$ cat config.mk
export PLATFORM = sky130hd
export DESIGN_NAME = can_tx_scheduler
export DESIGN_NICKNAME = d
export VERILOG_FILES = /design/src/rtl/can_pkg.sv /design/src/rtl/can_id_prio_select.sv /design/src/rtl/can_tx_scheduler.sv
export SDC_FILE = /design/constraint.sdc
export NUM_CORES = 1
export LEC_CHECK = 0
export CAP_MARGIN = 0
export CORE_AREA = 10 10 210 212
export DETAILED_ROUTE_END_ITERATION = 16
export DIE_AREA = 0 0 220 222
export GPL_TIMING_DRIVEN = 0
export PLACE_DENSITY = 0.59
export SLEW_MARGIN = 20
export SYNTH_ARGS = -nofsm -noshare
export SYNTH_HDL_FRONTEND = slang
export SYNTH_SLANG_ARGS = --single-unit
$ cat constraint.sdc
create_clock -name clk -period 11.32 [get_ports clk]
set_clock_uncertainty 0.05 [all_clocks]
set_input_delay 2.264 -clock clk [delete_from_list [all_inputs] [get_ports clk]]
set_output_delay 2.264 -clock clk [all_outputs]
set_load 0.05 [all_outputs]
$ cat src/rtl/can_pkg.sv
// Shared widths and scheduler state encoding for the CAN transmit scheduler.
package can_pkg;

  localparam int CAN_ID_W   = 11;
  localparam int CAN_DATA_W = 64;

  typedef enum logic [1:0] {
    IDLE,
    ISSUE,
    ACTIVE,
    GAP
  } sched_state_t;

endpackage

$ cat src/rtl/can_id_prio_select.sv
// Combinational picker: lowest identifier among valid slots wins, ties go to the lowest slot.
module can_id_prio_select
  import can_pkg::*;
#(
  parameter int DEPTH = 4,
  parameter int IDX_W = (DEPTH > 1) ? $clog2(DEPTH) : 1
) (
  input  logic [DEPTH-1:0]               valid,
  input  logic [DEPTH-1:0][CAN_ID_W-1:0] ids,
  output logic                           any_valid,
  output logic [IDX_W-1:0]               sel_idx
);

  logic [CAN_ID_W-1:0] best_id;

  // Strict less-than keeps the earlier slot when identifiers are equal.
  always_comb begin
    any_valid = 1'b0;
    sel_idx   = '0;
    best_id   = '1;
    for (int i = 0; i < DEPTH; i++) begin
      if (valid[i] && (!any_valid || (ids[i] < best_id))) begin
        any_valid = 1'b1;
        sel_idx   = IDX_W'(i);
        best_id   = ids[i];
      end
    end
  end

endmodule

$ cat src/rtl/can_tx_scheduler.sv
// Priority-ordered frame buffer feeding the CAN tx container, with start timeout,
// bounded retry and an enforced inter-frame gap.
module can_tx_scheduler
  import can_pkg::*;
#(
  parameter int DEPTH         = 4,
  parameter int START_TIMEOUT = 2000,
  parameter int MAX_RETRY     = 3,
  parameter int IFS_CYCLES    = 600
) (
  input  logic                  clk,
  input  logic                  rst,
  input  logic                  wr_en,
  input  logic [CAN_ID_W-1:0]   wr_addr,
  input  logic [CAN_DATA_W-1:0] wr_data,
  output logic                  wr_ack,
  output logic                  full,
  output logic                  empty,
  output logic [CAN_ID_W-1:0]   address,
  output logic [CAN_DATA_W-1:0] data,
  output logic                  send_data,
  input  logic                  txing,
  output logic                  tx_done,
  output logic                  tx_err
);

  localparam int IDX_W = (DEPTH > 1) ? $clog2(DEPTH) : 1;
  localparam int RTY_W = (MAX_RETRY > 0) ? $clog2(MAX_RETRY + 1) : 1;
  localparam int TMO_W = $clog2(START_TIMEOUT + 1);
  localparam int GAP_W = $clog2(IFS_CYCLES + 1);

  sched_state_t state;

  logic [DEPTH-1:0]                 valid;
  logic [DEPTH-1:0]                 valid_next;
  logic [DEPTH-1:0][CAN_ID_W-1:0]   slot_id;
  logic [DEPTH-1:0][CAN_DATA_W-1:0] slot_payload;
  logic [DEPTH-1:0][RTY_W-1:0]      slot_retries;

  logic [IDX_W-1:0] cur_idx;
  logic [IDX_W-1:0] wr_idx;
  logic [IDX_W-1:0] sel_idx;
  logic             any_valid;
  logic             wr_accept;

  logic [TMO_W-1:0] tmo_cnt;
  logic [GAP_W-1:0] gap_cnt;
  logic             txing_q;

  logic timed_out;
  logic retry_exhausted;
  logic frame_done;
  logic frame_drop;

  can_id_prio_select #(
    .DEPTH (DEPTH),
    .IDX_W (IDX_W)
  ) u_select (
    .valid     (valid),
    .ids       (slot_id),
    .any_valid (any_valid),
    .sel_idx   (sel_idx)
  );

  // Lowest-index free slot; only meaningful when the queue is not full.
  always_comb begin
    wr_idx = '0;
    for (int i = DEPTH - 1; i >= 0; i--) begin
      if (!valid[i]) wr_idx = IDX_W'(i);
    end
  end

  assign wr_accept       = wr_en && !(&valid);
  assign timed_out       = (state == ISSUE) && !txing && (tmo_cnt == TMO_W'(START_TIMEOUT));
  assign retry_exhausted = (slot_retries[cur_idx] == RTY_W'(MAX_RETRY));
  assign frame_done      = (state == ACTIVE) && txing_q && !txing;
  assign frame_drop      = timed_out && retry_exhausted;

  // The written slot is always free and the retired slot always valid, so they never collide.
  always_comb begin
    valid_next = valid;
    if (wr_accept) valid_next[wr_idx] = 1'b1;
    if (frame_done || frame_drop) valid_next[cur_idx] = 1'b0;
  end

  always_ff @(posedge clk) begin
    if (wr_accept) begin
      slot_id[wr_idx]      <= wr_addr;
      slot_payload[wr_idx] <= wr_data;
    end
  end

  always_ff @(posedge clk) begin
    if (rst) begin
      state        <= IDLE;
      valid        <= '0;
      full         <= 1'b0;
      empty        <= 1'b1;
      slot_retries <= '0;
      cur_idx      <= '0;
      address      <= '0;
      data         <= '0;
      send_data    <= 1'b0;
      tmo_cnt      <= '0;
      gap_cnt      <= '0;
      txing_q      <= 1'b0;
      wr_ack       <= 1'b0;
      tx_done      <= 1'b0;
      tx_err       <= 1'b0;
    end else begin
      valid   <= valid_next;
      full    <= &valid_next;
      empty   <= ~|valid_next;
      txing_q <= txing;
      wr_ack  <= wr_accept;
      tx_done <= 1'b0;
      tx_err  <= 1'b0;
      if (wr_accept) slot_retries[wr_idx] <= '0;

      case (state)
        IDLE: begin
          if (any_valid) begin
            cur_idx <= sel_idx;
            address <= slot_id[sel_idx];
            data    <= slot_payload[sel_idx];
            tmo_cnt <= '0;
            state   <= ISSUE;
          end
        end

        ISSUE: begin
          if (txing) begin
            send_data <= 1'b0;
            tmo_cnt   <= '0;
            state     <= ACTIVE;
          end else if (timed_out) begin
            send_data <= 1'b0;
            tmo_cnt   <= '0;
            gap_cnt   <= '0;
            state     <= GAP;
            if (retry_exhausted) begin
              tx_err <= 1'b1;
            end else begin
              slot_retries[cur_idx] <= slot_retries[cur_idx] + RTY_W'(1);
            end
          end else begin
            send_data <= 1'b1;
            tmo_cnt   <= tmo_cnt + TMO_W'(1);
          end
        end

        ACTIVE: begin
          if (frame_done) begin
            tx_done <= 1'b1;
            gap_cnt <= '0;
            state   <= GAP;
          end
        end

        GAP: begin
          if (gap_cnt == GAP_W'(IFS_CYCLES - 1)) begin
            gap_cnt <= '0;
            state   <= IDLE;
          end else begin
            gap_cnt <= gap_cnt + GAP_W'(1);
          end
        end

        default: state <= IDLE;
      endcase
    end
  end

endmodule
==> results.md, run 1 <==
* Post-synthesis mux area share at roughly 5.5%
* Main synth FF type: edfxtp_1
* Max IR drop VDD at roughly 120 µV
* Final HPWL DP at around 28000 µm
* Die width at 220 µm
* Placed Area at 0.0192 mm²
* Grt peak-use layer: met2
* Post-route DRC at 0
* Final Max Slew Viols at 0
* Syn avg cell area at about 13 µm²
* CP most frequent cell: buf_2
* Post-synthesis adder-cell area fraction at between 2 and 3%
* Met3 Use GR at approximately 4.2%
* Fmax at about 95 MHz
* P&R area growth vs syn at 24.5%
* Crit path max fanout at 10
* Worst r2r src: valid[0]
* Vias at around 11000
* Netlist cell types at 56
* Post-synthesis sequential area ratio at between 60% and 70%
* Simple logic cell fraction of the synthesized area at under 10%
* Starting DRT DRC Count at 773
* TritonCTS clock tree: done
* Routed vias/inst at 5.23
* Req. time, crit path at 11690 ps
* Synth top cells by count: 300 x edfxtp_1, 153 x a21oi_1, 122 x nand2_1
* Post-synthesis xor/xnor area fraction at 0.896%
* Number of flops mapped to enable cells by yosys at 300
* Initial antenna violation count at 4
* Vias in the first global route at approximately 11000
* Slowest CP cell: clkdlybuf4s15_1
* Antenna viol nets, final at 0
* Reg2reg path depth at 34
* HP Class: reg2reg
* #FFs+latches synth at approximately 420
* Top cell type's share of synthesized area at 54.2%
* Max_slew headroom at between 30% and 40%
* Post-Syn Area at between 0.015 and 0.02 mm²
* RSZ-0062 raised after global routing: no
* CTS sink cnt at 419
* Min Tclk post-route at about 11000 ps
* Lkg Pwr at 7.66 nW
* DRT Pass-1 Iters at 5
* Final hold slack at ~410 ps
* Layout cells sized above 1 at approximately 8.2%
* Finish-stage setup viols at 0
* Synth warn at 0
* Cts hold-fix bufs at 0
* Main combinational cell family by area after synthesis: compound AO/OA/AOI/OAI gates
* IO Count at between 150 and 200
* Grt met1 use at between 20% and 30%
* Post-CTS setup buffer count at 0
* GRT met2 Usage at 27.5%
* CP Launch Type: flop
* Port bufs at ~160
* First-pass GRT wire length at ~64000 µm
* Synth area leaders: edfxtp_1 54%, dfxtp_1 14%, mux2i_1 4.6%, a21oi_1 4.6%, o221ai_1 4.1%
* Initial core utilization at a little over two fifths
* Post-synthesis compound-gate area fraction at between 10% and 20%
* Critical Path End: address[3]
* Clk buf depth at 3
* CP max stage delay at 750 ps
* Die area at about 0.049 mm²
* CP arrival at between 10000 and 15000 ps
* Period utilisation layout at between 90 and 100%
* Top-count cell post-synth: edfxtp_1
* Outcome: completed
* CTS Buf Count at 45
* Synth async-reset ratio at 0%
* Fin nets at roughly 1600
* Final instance area at around 0.021 mm²
* Worst-skew pair later-pin latency at 570 ps
* Synth Instances at approximately 1300
* Fillers at 3444
* Root buf cell: clkbuf_16
* Synth area leader: edfxtp_1
* Num rows at between 70 and 80
* GRT overflow at 0
* Reg2reg setup slack at approximately 800 ps
* Pwr per Cell Area at approximately 190 mW/mm²
* Setup CP Type: reg2reg
* Setup TNS Final at 0 ps
* Max-cap check violation count at 0
* Placer Congestion at roughly 0.83
* Die Y at approximately 220 µm
* DR WL/cell at 20.4 µm
* H-tree depth at 2
* Final Hold Vio Count at 0
* Largest net degree at the start of global routing at between 40 and 50
* RR Endpoint: address[3]
* Clk slew on worst S/H paths at 60 ps
* Drt total wl at 41900 µm
* Worst Setup End Kind: flop
* Worst-Margin Slew at slightly above 900 ps
* Core area at slightly below 0.04 mm²
* CP startpoint: valid[0]
* Post-Syn Nets at about 1400
* GRT Util Overall at around 17%
==> layout by cell type, fill, tap and decap left out, types with 8 or more instances in the layout <==
master	instances
buf_4	8
o21a_1	14
xor2_1	14
nor3_1	8
and3_1	8
buf_2	17
nand2_1	122
clkbuf_1	65
nor2b_1	13
nor2_1	47
o21ai_0	24
mux2_2	9
ha_1	38
mux2i_1	77
dfxtp_1	119
nand3_1	9
inv_1	88
a21oi_1	152
nand2b_1	8
o221ai_1	77
edfxtp_1	300
clkdlybuf4s50_1	158
clkbuf_16	47
==> critical path: cells and delay by family, from the launching register on <==
kind	cells	cell delay, ps
compound gates	12	3210
buf+inv	9	3870
flops	1	370
fa+ha+maj	3	770
simple gates	10	2070
==> layer usage <==
layer  part of all wire (%)  routed length [µm]
met5                  0.067                  28
met4                    2.1                 894
met3                    5.6                2360
met2                     48               20200
met1                     44               18400
==> flip-flops by register name, indices dropped and copies added, names as in the netlist <==
signal and flops:
address 11, cur_idx 2, data 64, empty 1
full 1, gap_cnt 10, send_data 1, slot_id 44
slot_payload 256, slot_retries 8, state 2, tmo_cnt 11
tx_done 1, tx_err 1, txing_q 1, valid 4
wr_ack 1
==> kinds of logic after synthesis <==
kind of cell | count (synthesis)
DFF | 419
AOI/OAI and AO/OA | 298
muxes | 88
adders and majority gates | 38
xor gates and xnor gates | 17
and+or+nand+nor | 249
buffers and inverters | 159
==> worst min path at each step <==
stage / start / cells after the start / to
2_1_floorplan: txing_q / 2 / tx_done
3_3_place_gp: address[4] / 2 / address[4]
3_5_place_dp: data[0] / 2 / data[0]
4_1_cts: data[0] / 2 / data[0]
5_1_grt: data[39] / 2 / data[39]
6_report: data[0] / 2 / data[0]
==> layout make-up <==
cell class / instances / area, µm² / share of cell area [%]
repair buffers: 178 / 1910 / 9.22
clock inverters: 15 / 135 / 0.653
multi-input cells: 690 / 4640 / 22.4
plain buffers: 70 / 292 / 1.41
clock buffers: 69 / 1330 / 6.42
flip-flops and latches: 419 / 11400 / 55.0
inverters: 89 / 339 / 1.64
well taps: 525 / 657 / 3.17
diodes: 2 / 5.00 / 0.0242
==> what timing repair did <==
item	in CTS	in global routing
pin swaps	0	0
gates resized for setup	1	5
setup endpoints to repair	50	66
==> where the power goes <==
part	switching [mW]	internal, mW	leakage [nW]
sequential	0.0562	1.75	3.73
combinational	0.502	0.265	3.23
clock	0.581	0.855	0.707
==> stage by stage <==
| step | worst slack, ps | instances | utilization, % | total power [mW] |
|---|---|---|---|---|
| floorplan | 1980 | 1268 | - | 2.32 |
| global placement | -4240 | 1951 | 47.6 | 2.60 |
| detailed placement | -66.1 | 1971 | 48.5 | 2.61 |
| CTS | 144 | 2055 | 52.2 | 4.06 |
| global route | 60.3 | 2056 | 52.2 | 4.19 |
| finish | 797 | 2057 | 52.2 | 4.01 |
(Power assumes the default switching activity.)
==> inputs of run 2 (changes only) <==
Settings changed: CAP_MARGIN 0 to 20.
==> run 2 against run 1 <==
Power rose by 1.2%; combinational power hardly changed; non-clock buffer count unchanged; flip-flop and latch count unchanged; register-to-register slack hardly changed; fmax about the same; critical path depth unchanged; worst hold slack better by 0.78 ps; cell count unchanged; critical endpoint is now address[7].
==> results.md, run 2 (synthesis results as in run 1) <==
* Outcome: completed
* Drt total wl at between 40000 and 50000 µm
* Commonest cells after routing, fill and taps aside: 300 x edfxtp_1, 158 x clkdlybuf4s50_1, 152 x a21oi_1
* Placed Area at 0.0192 mm²
* Clk slew on worst S/H paths at ~60 ps
* Fmax at approximately 95 MHz
* Max-cap check violation count at 0
* Vias at 10754
* Reg2reg setup slack at around 790 ps
* Period utilisation layout at 93.0%
* Core area at a little under 0.04 mm²
* Setup CP Type: reg2reg
* P&R area growth vs syn at 24.8%
* Initial core utilization at 41.9%
* Worst-skew pair later-pin latency at about 570 ps
* CP arrival at between 10000 and 15000 ps
* Max IR drop VDD at 118 µV
* First-pass GRT wire length at between 60000 and 70000 µm
* Setup TNS Final at 0 ps
* Most common cell after layout, fill and taps aside: edfxtp_1
* Lkg Pwr at between 7 and 8 nW
* CTS Buf Count at between 40 and 50
* Worst r2r src: valid[0]
* Largest net degree at the start of global routing at 42
* Initial antenna violation count at 4
* RR Endpoint: address[7]
* Starting DRT DRC Count at ~700
* Max_slew headroom at about 43%
* Final Max Slew Viols at 0
* Dominant delay contributor by cell family on the critical path: buffers and inverters
* Critical Path End: address[7]
* Reg2reg path depth at 34
* Finish-stage setup viols at 0
* Die width at approximately 220 µm
* Placer Congestion at 0.834
* IO Count at 160
* Die Y at about 220 µm
* Routed vias/inst at about 5.2
* Layout cells sized above 1 at roughly 8%
* Final HPWL DP at roughly 28000 µm
* Root buf cell: clkbuf_16
* Antenna viol nets, final at 0
* Crit path depth at 34
* Vias in the first global route at 10993
* HP Class: reg2reg
* Largest register by flop count: slot_payload
* Top flop regs: slot_payload (256), data (64), slot_id (44)
* Min Tclk post-route at approximately 11000 ps
* Port bufs at around 160
* Die area at 0.0488 mm²
* Fin nets at 1610
* Clk buf depth at 3
* DR WL/cell at 20.3 µm
* CP Launch Type: flop
* GRT overflow at 0
* TritonCTS clock tree: done
* GRT Util Overall at 16.8%
* RSZ-0062 raised after global routing: no
* Pwr per Cell Area at between 150 and 200 mW/mm²
* CP max stage delay at 640 ps
* Post-route DRC at 0
* Worst-Margin Slew at 852 ps
* Slowest CP cell: clkbuf_1
* Max FFs per register at 256
* Worst Setup End Kind: flop
* Req. time, crit path at 11700 ps
* CP startpoint: valid[0]
* Num rows at 73
* Final Hold Vio Count at 0
* Crit path buf inv count at 9
* Final instance area at approximately 0.021 mm²
* DRT Pass-1 Iters at 5
* CTS sink cnt at between 400 and 500
* H-tree depth at 2
* Crit path max fanout at 10
* Fillers at between 3000 and 4000
==> run 2: worst min-delay path by stage <==
stage	from	end	slack [ps]	cells after the start
final	address[4]	address[4]	410	2
after global routing	address[5]	address[5]	440	2
after CTS	address[4]	address[4]	410	2
after detailed placement	data[34]	data[34]	400	2
after global placement	address[4]	address[4]	390	2
after floorplan	txing_q	tx_done	380	2
==> run 2: timing repair <==
item | CTS | global route
setup endpoints to repair | 47 | 75
hold buffers | 0 | 0
gates resized for setup | 1 | 4
setup buffers | 0 | 0
==> run 2: report_power, final <==
group / leakage (nW) / switching, mW / internal, mW
logic: 3.22 / 0.502 / 0.265
clock network: 0.741 / 0.585 / 0.903
registers: 3.73 / 0.0554 / 1.75
total: 7.69 / 1.14 / 2.92
==> run 2: cell type report <==
type,instances,area [µm²],area share (%)
Antenna cell,2,5.00,0.0241
Buffer,70,285,1.38
Clock buffer,70,1380,6.63
Clock inverter,14,145,0.700
Inverter,89,339,1.63
Multi-Input combinational cell,690,4640,22.4
Sequential cell,419,11400,54.9
Tap cell,525,657,3.17
Timing Repair Buffer,178,1910,9.20
==> run 2: routing by layer <==
layer	vias up	GRT usage, %	routed length [µm]
li1	5171	-	-
met1	5264	21.3	18200
met2	248	27.3	20100
met3	67	3.96	2460
met4	4	5.75	1000
met5	-	0	34
==> run 2: metrics by stage <==
stage / utilization, % / cells / hold WS, ps / setup WS, ps / power (mW)
6_report: 52.3 / 2057 / 413 / 787 / 4.06
5_1_grt: 52.3 / 2056 / 442 / 20.0 / 4.23
4_1_cts: 52.3 / 2055 / 413 / 222 / 4.10
3_5_place_dp: 48.5 / 1971 / 398 / -40.4 / 2.61
3_3_place_gp: 47.6 / 1951 / 394 / -4240 / 2.60
2_1_floorplan: - / 1268 / 382 / 1980 / 2.32
==> run 2: tightest hold or removal path, delay by kind of cell (launching register included) <==
family | cells | cell delay [ps]
and+or+nand+nor | 1 | 50
AOI/OAI and AO/OA | 1 | 60
DFF | 1 | 320
==> inputs of run 3 (changes only) <==
Settings changed: SLEW_MARGIN 20 to unset.
==> run 3 against run 2 <==
Worst setup slack improved by 150 ps; largest power group unchanged; non-clock buffer count decreased by 4; final area is 0.34% lower; fmax increased by 1.5%; wire length is 0.20% higher; highest routed layer unchanged; core utilization decreased by 0.18 points; critical endpoint is now address[6]; critical path depth stayed put; first-iteration DRC count increased by 3.6%; worst hold slack lost 2.2 ps.
==> results.md, run 3 (synthesis results as in run 1) <==
* RR Endpoint: address[6]
* RSZ-0062 raised after global routing: no
* Max-cap check violation count at 0
* Non-Filler Instances at slightly above 2000
* Largest net degree at the start of global routing at between 40 and 50
* Drt total wl at between 40000 and 50000 µm
* DR WL/cell at a little over 20 µm
* Placer Congestion at about 0.83
* Placed Area at between 0.015 and 0.02 mm²
* Post-route DRC at 0
* Die Y at 222 µm
* Clk buf depth at 3
* Port bufs at approximately 160
* Die area at 0.0488 mm²
* Reg2reg setup slack at about 940 ps
* CP arrival at 10760 ps
* Initial antenna violation count at 4
* Max_slew headroom at between 30% and 40%
* DRT Pass-1 Iters at 5
* First-pass GRT wire length at around 64000 µm
* CP max stage delay at about 580 ps
* Largest register by flop count: slot_payload
* Fmax at between 90 and 100 MHz
* Antenna viol nets, final at 0
* Final HPWL DP at about 28000 µm
* Final Max Slew Viols at 0
* P&R area growth vs syn at 24.4%
* PnR Total Power at between 4 and 5 mW
* Root buf cell: clkbuf_16
* Finish-stage setup viols at 0
* Slowest CP cell: a21oi_2
* Die width at roughly 220 µm
* Layout cells sized above 1 at under 10%
* Sequential Area at between 0.01 and 0.015 mm²
* H-tree depth at 2
* Core area at a little under 0.04 mm²
* Lkg Pwr at between 7 and 8 nW
* GRT Util Overall at ~17%
* Routed vias/inst at roughly 5.3
* CTS Buf Count at 45
* Commonest cells after routing, fill and taps aside: 300 x edfxtp_1, 158 x clkdlybuf4s50_1, 152 x a21oi_1
* Post-CTS setup buffer count at 0
* Final instance area at around 0.021 mm²
* Placed cells at between 1500 and 2000
* CP most frequent cell: buf_2
* Starting DRT DRC Count at 727
* Most common cell after layout, fill and taps aside: edfxtp_1
* Worst r2r src: valid[0]
* Worst-Margin Slew at approximately 920 ps
* Initial core utilization at 41.9%
* Fin nets at 1606
* Max IR drop VDD at ~120 µV
* Min Tclk post-route at between 10000 and 15000 ps
* Period utilisation layout at just over 90%
* HP Class: reg2reg
* Worst Hold Endpoint: address[4]
* Max FFs per register at ~260
* Worst-skew pair later-pin latency at 570 ps
* Clk slew on worst S/H paths at approximately 60 ps
* CTS sink cnt at about 420
* Setup WS pre-CTS at -163 ps
* CP Launch Type: flop
* IO Count at 160
* Top flop regs: slot_payload (256), data (64), slot_id (44)
* Vias at 10820
* Fillers at 3415
* Reg2reg path depth at 34
* Multi-input gate area at 0.00464 mm²
* Final Hold Vio Count at 0
* TritonCTS clock tree: done
* Worst hold path depth at 2
* GRT overflow at 0
* Vias in the first global route at 11010
* Req. time, crit path at approximately 12000 ps
* Worst Setup End Kind: flop
* Crit path max fanout at 10
* Setup CP Type: reg2reg
* Setup ws final at between 900 and 1000 ps
* HP Start: address[4]
* Num rows at 73
* Outcome: completed
* Pwr per Cell Area at about 200 mW/mm²
-- run 3: changes by cell type in the layout (fill, tap and decap cells not counted), sizes merged --
cell | previous run | this run
clkbuf | 122 | 119
buf | 38 | 34
diode | 2 | 3
inv | 90 | 91
clkinvlp | 1 | 2
clkinv | 9 | 10
-- run 3: per-stage QoR --
step           utilization [%]  TNS [ps]  hold WS (ps)
5_1_grt                   52.1         0           437
3_5_place_dp              48.3     -5970           398
2_1_floorplan                -         0           382
4_1_cts                   52.1         0           413
6_report                  52.2         0           411
3_3_place_gp              47.6   -272240           394
-- run 3: critical path: cells and delay by family, from the launching register on --
kind                       cells  cell delay [ps]
AOI/OAI and AO/OA             12             3320
DFF                            1              380
buffers and inverters          9             3630
and+or+nand+nor               10             2040
adders and majority gates      3              780
-- run 3: timing repair --
action                                  4_1_cts  5_1_grt
hold buffers                                  0        0
endpoints found under the setup margin       50       75
gates resized for setup                       1        6
-- run 3: routing by layer --
metal,GRT usage [%],part of all wire (%),up-vias
met5,0,0.081,-
met4,5.39,2.1,4
met3,4.16,6.3,58
met2,27.4,48,266
met1,21.3,43,5324
li1,-,-,5168
-- run 3: final cells by class --
class                      count  area share [%]
antenna                        3          0.0363
buffer                        70            1.39
clock buffer                  67            6.49
clock inverter                17           0.817
inverter                      89            1.63
multi-input combinational    690            22.4
sequential                   419            55.1
tap                          525            3.18
timing repair buffer         174            8.93
-- run 3: report_power, final --
group	leakage, nW	internal [mW]	switching, mW
clock network	0.740	0.891	0.588
registers	3.73	1.75	0.0562
logic	3.19	0.263	0.501
-- run 3: how the worst max path moves through the flow --
stage / slack [ps] / from / to
2_1_floorplan: 1980 / wr_en / empty
3_3_place_gp: -4240 / wr_en / empty
3_5_place_dp: -160 / valid[0] / address[3]
4_1_cts: 40 / valid[0] / address[6]
5_1_grt: 260 / valid[0] / address[6]
6_report: 940 / valid[0] / address[6]
